--- config.mk ---
export PLATFORM = sky130hd
export DESIGN_NAME = morse_decoder
export DESIGN_NICKNAME = d
export VERILOG_FILES = /design/src/rtl/morse_decoder.sv
export SDC_FILE = /design/constraint.sdc
export NUM_CORES = 1
export LEC_CHECK = 0
export BUFFER_PORTS_ARGS = -buffer_cell sky130_fd_sc_hd__buf_2
export CAP_MARGIN = 20
export CORE_ASPECT_RATIO = 1.2
export CORE_MARGIN = 2
export CORE_UTILIZATION = 35
export DETAILED_ROUTE_END_ITERATION = 10
export SLEW_MARGIN = 40
export SYNTH_ARGS = -nofsm -noshare
export SYNTH_HDL_FRONTEND = slang
export SYNTH_SLANG_ARGS = --single-unit
--- constraint.sdc ---
create_clock -name CLOCK_50 -period 7 [get_ports CLOCK_50]
set_clock_uncertainty 0.05 [all_clocks]
set_input_delay 1.05 -clock CLOCK_50 [delete_from_list [all_inputs] [get_ports CLOCK_50]]
set_output_delay 1.05 -clock CLOCK_50 [all_outputs]
set_load 0.01 [all_outputs]
--- src/rtl/morse_decoder.sv ---
// morse_decoder
//   Decodes a single-key Morse input into one of the eight letters A..H.
//   The key is synchronized, timed in ticks of TICK_CYCLES clocks, and each
//   mark is classified as a dot or a dash. Symbols are collected into a
//   left-aligned 4-bit pattern until a long enough space ends the letter.
//
// Ports
//   CLOCK_50      in   system clock, rising edge
//   reset         in   asynchronous, active-high reset
//   morse_in      in   raw key input (1 = mark, 0 = space), asynchronous
//   letter        out  decoded letter code, A=000 .. H=111 (000 on error)
//   letter_valid  out  one-cycle pulse when letter/letter_err update
//   letter_err    out  last decoded sequence matched no letter
//   sym_count     out  symbols captured so far in the current letter (0..4)
//   busy          out  decoder is not idle
module morse_decoder #(
  parameter int TICK_CYCLES    = 6_250_000,
  parameter int DASH_MIN_TICKS = 16,
  parameter int GAP_MIN_TICKS  = 20
) (
  input  logic       CLOCK_50,
  input  logic       reset,
  input  logic       morse_in,
  output logic [2:0] letter,
  output logic       letter_valid,
  output logic       letter_err,
  output logic [2:0] sym_count,
  output logic       busy
);

  localparam int PW = (TICK_CYCLES > 1) ? $clog2(TICK_CYCLES) : 1;
  localparam int SW = $clog2(GAP_MIN_TICKS + 1);

  typedef enum logic [1:0] {IDLE, MARK, SPACE, DECODE} state_t;

  state_t         r_state;
  state_t         w_state_next;
  logic           r_sync1, r_sync2, r_s_d;
  logic           w_s, w_rise, w_fall, w_edge_next, w_tick;
  logic [PW-1:0]  r_presc;
  logic [7:0]     r_mark_cnt;
  logic [SW-1:0]  r_space_cnt;
  logic [3:0]     r_pattern;
  logic [3:0]     w_pat_next;
  logic [2:0]     r_sym_len;
  logic           r_ovf;
  logic           w_start, w_append, w_enter_space, w_clr_mark, w_sym_bit;
  logic [2:0]     w_dec_letter;
  logic           w_dec_hit;
  logic [2:0]     r_letter;
  logic           r_letter_valid, r_letter_err;

  // Two-flop synchronizer plus one delayed copy for edge detection.
  always_ff @(posedge CLOCK_50 or posedge reset) begin
    if (reset) begin
      r_sync1 <= 1'b0;
      r_sync2 <= 1'b0;
      r_s_d   <= 1'b0;
    end else begin
      r_sync1 <= morse_in;
      r_sync2 <= r_sync1;
      r_s_d   <= r_sync2;
    end
  end

  assign w_s    = r_sync2;
  assign w_rise = w_s & ~r_s_d;
  assign w_fall = ~w_s & r_s_d;
  // s is about to change: clearing the prescaler now makes it read 0 in the
  // first cycle of the new level, so a level of N*TICK_CYCLES clocks sees
  // exactly N ticks.
  assign w_edge_next = r_sync1 ^ r_sync2;
  assign w_tick      = (r_presc == PW'(TICK_CYCLES - 1));

  always_ff @(posedge CLOCK_50 or posedge reset) begin
    if (reset)                      r_presc <= '0;
    else if (w_edge_next || w_tick) r_presc <= '0;
    else                            r_presc <= r_presc + 1'b1;
  end

  // Next-state and control strobes.
  always_comb begin
    w_state_next  = r_state;
    w_start       = 1'b0;
    w_append      = 1'b0;
    w_enter_space = 1'b0;
    w_clr_mark    = 1'b0;
    case (r_state)
      IDLE: begin
        if (w_s) begin
          w_state_next = MARK;
          w_start      = 1'b1;
        end
      end
      MARK: begin
        if (w_fall) begin
          w_enter_space = 1'b1;
          if (r_mark_cnt == 8'd0) begin
            // Mark shorter than one tick: treated as noise.
            w_state_next = (r_sym_len != 3'd0) ? SPACE : IDLE;
          end else begin
            w_append     = 1'b1;
            w_state_next = SPACE;
          end
        end
      end
      SPACE: begin
        // A rising key wins over a gap threshold reached in the same cycle.
        if (w_s) begin
          w_state_next = MARK;
          w_clr_mark   = 1'b1;
        end else if (w_tick && (r_space_cnt == SW'(GAP_MIN_TICKS - 1))) begin
          w_state_next = DECODE;
        end
      end
      DECODE:  w_state_next = IDLE;
      default: w_state_next = IDLE;
    endcase
  end

  always_ff @(posedge CLOCK_50 or posedge reset) begin
    if (reset) r_state <= IDLE;
    else       r_state <= w_state_next;
  end

  assign w_sym_bit = (r_mark_cnt >= 8'(DASH_MIN_TICKS));

  // Symbol k (0-based) lands in pattern bit 3-k; appends beyond the fourth
  // symbol match no bit and leave the pattern untouched.
  for (genvar gi = 0; gi < 4; gi++) begin : g_pat
    assign w_pat_next[gi] = (w_append && (r_sym_len == 3'(3 - gi))) ?
                            w_sym_bit : r_pattern[gi];
  end

  always_ff @(posedge CLOCK_50 or posedge reset) begin
    if (reset) begin
      r_mark_cnt  <= '0;
      r_space_cnt <= '0;
      r_pattern   <= '0;
      r_sym_len   <= '0;
      r_ovf       <= 1'b0;
    end else begin
      if (w_start || w_clr_mark)
        r_mark_cnt <= '0;
      else if ((r_state == MARK) && w_tick && (r_mark_cnt != 8'd255))
        r_mark_cnt <= r_mark_cnt + 1'b1;

      if (w_enter_space)
        r_space_cnt <= '0;
      else if ((r_state == SPACE) && w_tick)
        r_space_cnt <= r_space_cnt + 1'b1;

      if (w_start) begin
        r_pattern <= '0;
        r_sym_len <= '0;
        r_ovf     <= 1'b0;
      end else begin
        r_pattern <= w_pat_next;
        if (w_append && (r_sym_len == 3'd4)) r_ovf     <= 1'b1;
        else if (w_append)                   r_sym_len <= r_sym_len + 1'b1;
      end
    end
  end

  // Exact (length, pattern) lookup.
  always_comb begin
    w_dec_letter = 3'd0;
    w_dec_hit    = 1'b0;
    case ({r_sym_len, r_pattern})
      {3'd2, 4'b0100}: begin w_dec_letter = 3'd0; w_dec_hit = 1'b1; end
      {3'd4, 4'b1000}: begin w_dec_letter = 3'd1; w_dec_hit = 1'b1; end
      {3'd4, 4'b1010}: begin w_dec_letter = 3'd2; w_dec_hit = 1'b1; end
      {3'd3, 4'b1000}: begin w_dec_letter = 3'd3; w_dec_hit = 1'b1; end
      {3'd1, 4'b0000}: begin w_dec_letter = 3'd4; w_dec_hit = 1'b1; end
      {3'd4, 4'b0010}: begin w_dec_letter = 3'd5; w_dec_hit = 1'b1; end
      {3'd3, 4'b1100}: begin w_dec_letter = 3'd6; w_dec_hit = 1'b1; end
      {3'd4, 4'b0000}: begin w_dec_letter = 3'd7; w_dec_hit = 1'b1; end
      default: ;
    endcase
    if (r_ovf) begin
      w_dec_letter = 3'd0;
      w_dec_hit    = 1'b0;
    end
  end

  // Results are captured during DECODE, so they and the valid pulse appear
  // in the cycle after DECODE and hold until the next letter.
  always_ff @(posedge CLOCK_50 or posedge reset) begin
    if (reset) begin
      r_letter       <= '0;
      r_letter_err   <= 1'b0;
      r_letter_valid <= 1'b0;
    end else begin
      r_letter_valid <= (r_state == DECODE);
      if (r_state == DECODE) begin
        r_letter     <= w_dec_letter;
        r_letter_err <= ~w_dec_hit;
      end
    end
  end

  assign letter       = r_letter;
  assign letter_err   = r_letter_err;
  assign letter_valid = r_letter_valid;
  assign sym_count    = r_sym_len;
  assign busy         = (r_state != IDLE);

endmodule

; ---- After elaboration in Yosys (flattened, before gate mapping)
; Index checks and enable logic that the tools add are counted.
[word_totals]
ff_bits = 54
[classes]
n_addsub = 4
n_lt_le_gt_ge = 1
n_eq_ne = 22
n_mux = 34
bitwise = 4
n_reduce_logical = 27
[op_table]
columns = cell, count
row1 = $eq 7x7->1 const B, 4
row2 = $add 23x1->23 const B, 1
row3 = $eq 23x23->1 const B, 1
row4 = $mux 23, 1
row5 = $eq 7x6->1 const B, 3
row6 = $pmux 3 s7, 1
row7 = $reduce_bool 2->1, 9
row8 = $mux 1, 16
row9 = $mux 8, 2
row10 = $mux 2, 6
row11 = $mux 3, 4
row12 = $mux 5, 2
row13 = $logic_and 1x1->1, 9
row14 = $add 8x1->8 const B, 1
row15 = $ge 8x5->1 const B, 1
row16 = $logic_not 8->1, 1
row17 = $ne 8x8->1 const B, 1
row18 = $pmux 2 s4, 1
row19 = $reduce_or 8->1, 1
row20 = $eq 7x5->1 const B, 1
row21 = $eq 3x2->1 const B, 2
row22 = $ne 2x2->1 const B, 3
row23 = $add 5x1->5 const B, 1
row24 = $eq 5x5->1 const B, 1
row25 = other kinds (16), 19

; ---- Longest topological paths before layout
[depth]
depth_word = 7
mapped_depth = 6
ltp_nobuf = 6

; ---- Worst setup path after synthesis
; Ideal clock, no wire load.
[synth_timing]
path_type = flip-flop to flip-flop
startpoint = reg r_presc[8]
endpoint = reg r_mark_cnt[1]
setup_time_ns = 0.125
arrival_time_ns = 2.068
t_required_ns = 6.825
path_slack_ns = 4.757
path_stages_with_launch = 6
path_buffers = 1
synth_period_minus_slack_ns = 2.243
cell_sequence = dfrtp_1 > or4_4 > or3_1 > buf_2 > or3_4 > mux2_4
[synth_via]
elab_chain_cells = 4
[synth_lines]
columns = item, line_no
row1 = "start, declared", 40  ; logic [PW-1:0] r_presc;
row2 = "start signal, assigned", 78  ; else r_presc <= r_presc + 1'b1;
row3 = $eq 23x23->1, 73  ; assign w_tick = (r_presc == PW'(TICK_CYCLES - 1));
row4 = $logic_and 1x1->1 (2 in a row), 145  ; else if ((r_state == MARK) && w_tick && (r_mark_cnt != 8'd255))
row5 = $reduce_bool 2->1 (no line), --
row6 = "end signal, assigned", 146  ; r_mark_cnt <= r_mark_cnt + 1'b1;
row7 = "end, declared", 41  ; logic [7:0] r_mark_cnt;
; No other way between the ends.
; A chain may end at the register's enable or synchronous reset.

; ---- Worst setup path in the final report
[layout_timing]
startpoint = reg r_state[0]
endpoint = out busy
[layout_via]
elab_chain_cells = 1
[layout_lines]
columns = item, line_no
row1 = "start, declared", 36  ; state_t r_state;
row2 = "start signal, assigned", 123  ; else r_state <= w_state_next;
row3 = $reduce_bool 2->1, 206  ; assign busy = (r_state != IDLE);
row4 = "end, declared", 28  ; output logic busy
; No other way between the ends.

==> results.md <==
* Antenna violations before repair at 0
* F_max at 418 MHz
* Most frequent cells in the layout: dfrtp_1, nor2_1, a21oi_1
* Final Core Density at 0.391
* Area leader, netlist: dfrtp_1
* Clock transition at path regs at 0.10 ns
* First-pass GRT wire length at 9890 µm
* Setup TNS Final at 0 ns
* Post-CTS sizing at 0
* Peak supply drop at 86.7 µV
* Commonest non-fill, non-tap cell in the layout: dfrtp_1
* CP Capture Type: output pin
* CTS tree: done
* Antenna cells at 0
* Pwr dens at roughly 170 mW/mm²
* Longest Clk Path Bufs at 2
* Critical path, cell by cell: or2_2 -> buf_2
* WP data required at between 5 and 6 ns
* RSZ-0062 raised after global routing: false
* CP Depth at 2
* Routed Antenna Nets at 0
* CTS sink cnt at 54
* RePlAce Congestion at around 0.78
* Post-synthesis adder-cell area fraction at 0.0385
* Xor/xnor share of the synthesized area at 0.0389
* DRC viols at 0
* Initial DRT Pass Iterations at 4
* Area grow syn2layout at 8.38%
* NumNets Final at roughly 330
* Non-Filler Instances at 413
* Ranking of synthesized cells by area: dfrtp_1, ha_1, a21oi_1, nor2_1, xnor2_1
* CTS root buf: clkbuf_8
* Synth Register Bits at 54
* Sequential element share of the synthesized area at 0.462
* EDFF count, synth at 0
* LEAKAGE at 1.29 nW
* Synth Net Count at 319
* Mux share of post-synthesis cell area at 0.0291
* # Post-CTS Setup Buffers at 0
* Row cnt at 36
* Routed vias at 2300
* Die area at 0.00911 mm²
* Slew Limit Headroom at 0.459
* Critical path's top delay family: flip-flops
* Boundary Pins at 12
* # fillers at 815
* Worst EP arrival at 1.29 ns
* Compound-cell area share of the yosys netlist at 0.133
* Largest net degree at the start of global routing at 55
* Warnings from Yosys at 0
* Final number of setup-violating endpoints at 0
* Ys flop type: dfrtp_1
* Main combinational cell family by area after synthesis: simple AND/OR/NAND/NOR gates
* R2R cell count at 4
* Final Cycle Share at 0.342
* CP max FO at 11
* Synth Area per Inst at 9.53 µm²
* Critical-path top delay cell: dfrtp_1
* HP Class: reg2reg
* Total Wirelength at roughly 5900 µm
* All-Layer GR Usage at 0.134
* Drt initial violations at 111
* Post-Synth Simple-Gate Area at 0.260
* CTS buffer count at 5
* Final HPWL DP at a little over 4000 µm
* Cts hold-fix bufs at 0
* Fin crit period at 2.39 ns
* Post-synthesis cell type count at 46
* Max cap viols at 0
* Placed Instances at 405
* Fin. max-slew vios at 0
* Critical path startpoint category: register
* Crit-path max cell delay at roughly 0.49 ns
* Mapped cell area at 0.00293 mm²
* Worst-Margin Slew at 0.805 ns
* Share of flip-flops with an asynchronous set or reset at 1.00
* Post-Synthesis Cells at 307
* Die height at 104 µm
* Port Buffers at 11
* Number of global-route vias before repair at roughly 2100
* Hold depth at 0
* Clk_lat worst skew at 0.32 ns
* Die width at a little under 90 µm
* Critical path buffer and inverter count at 1
* Detail-routed net length per standard cell at 14.3 µm
* Final hold viol count at 0
* Share of layout cells above drive strength 1 at 0.0912
* Initial core utilization at 0.361
* Outcome: complete, no violations
* CORE AREA at about 0.0081 mm²
* Vias/cell at approximately 5.6
* H-Tree Level Count at 2
* GRT overflow at 0
* Crit Path Class: reg2out
* Area fraction of the dominant cell type after synthesis at 0.462
[cell type report]
type / count / area (µm²) / share of cell area
Clock buffer: 6 / 82.6 / 0.0260
Clock inverter: 2 / 16.3 / 0.00513
Inverter: 19 / 71.3 / 0.0225
Multi-Input combinational cell: 224 / 1460 / 0.461
Sequential cell: 54 / 1350 / 0.426
Tap cell: 95 / 119 / 0.0375
Timing Repair Buffer: 13 / 70.1 / 0.0221
[flip-flops by register name, indices dropped and copies added (netlist names), 2 cells and up]
signal,flops
letter,3
r_mark_cnt,8
r_pattern,4
r_presc,23
r_space_cnt,5
r_state,2
sym_count,3
[report_power, final]
part / total [mW] / switching [mW] / internal (mW)
Clock: 0.193 / 0.112 / 0.0818
Combinational: 0.0251 / 0.0180 / 0.00713
Sequential: 0.320 / 0.00469 / 0.316
[worst paths after layout]
check,from,to,slack [ns]
max in group asynchronous,reset,r_sync1,5.58
min in group asynchronous,reset,sym_count[1],0.84
hold / removal,r_sync1,r_sync2,0.38
setup reg to reg,r_presc[8],r_mark_cnt[1],4.63
hold reg to reg,r_sync1,r_sync2,0.38
setup / recovery,r_state[0],busy,4.61
[cell usage after synthesis (5+ instances only)]
master / number
nor2_1: 28
nor2b_1: 5
inv_1: 19
a21oi_1: 21
nand2_1: 16
or3_1: 7
clkbuf_1: 6
nand4_1: 8
nor3_1: 9
xnor2_1: 11
or4_1: 9
nand3_1: 15
o21ai_0: 9
ha_1: 9
o31ai_1: 6
o211ai_1: 5
nand2b_1: 7
mux2i_1: 7
a31oi_1: 5
dfrtp_1: 54
and3_1: 6
[logic make-up after synthesis]
logic type | count (synthesis)
compound gates | 61
flops | 54
xor+xnor | 13
buf+inv | 29
simple gates | 133
fa+ha+maj | 9
mux | 8
[layer usage]
layer	vias up	part of all wire	track usage
met2	31	0.49	0.221
met3	8	0.029	0.0278
met5	-	0	0
met4	0	0.012	0.0374
li1	1149	-	-
met1	1112	0.46	0.175
[stage by stage]
| stage | power, mW | setup slack [ns] | hold WS (ns) | instance area [µm²] |
|---|---|---|---|---|
| 2_1_floorplan | 0.345 | 4.59 | 0.323 | 2930 |
| 3_3_place_gp | 0.352 | 4.67 | 0.358 | 3070 |
| 3_5_place_dp | 0.353 | 4.65 | 0.358 | 3070 |
| 4_1_cts | 0.547 | 4.61 | 0.384 | 3170 |
| 5_1_grt | 0.561 | 4.53 | 0.406 | 3170 |
| 6_report | 0.539 | 4.61 | 0.382 | 3170 |
No activity file was read; power rests on OpenSTA's default activity.
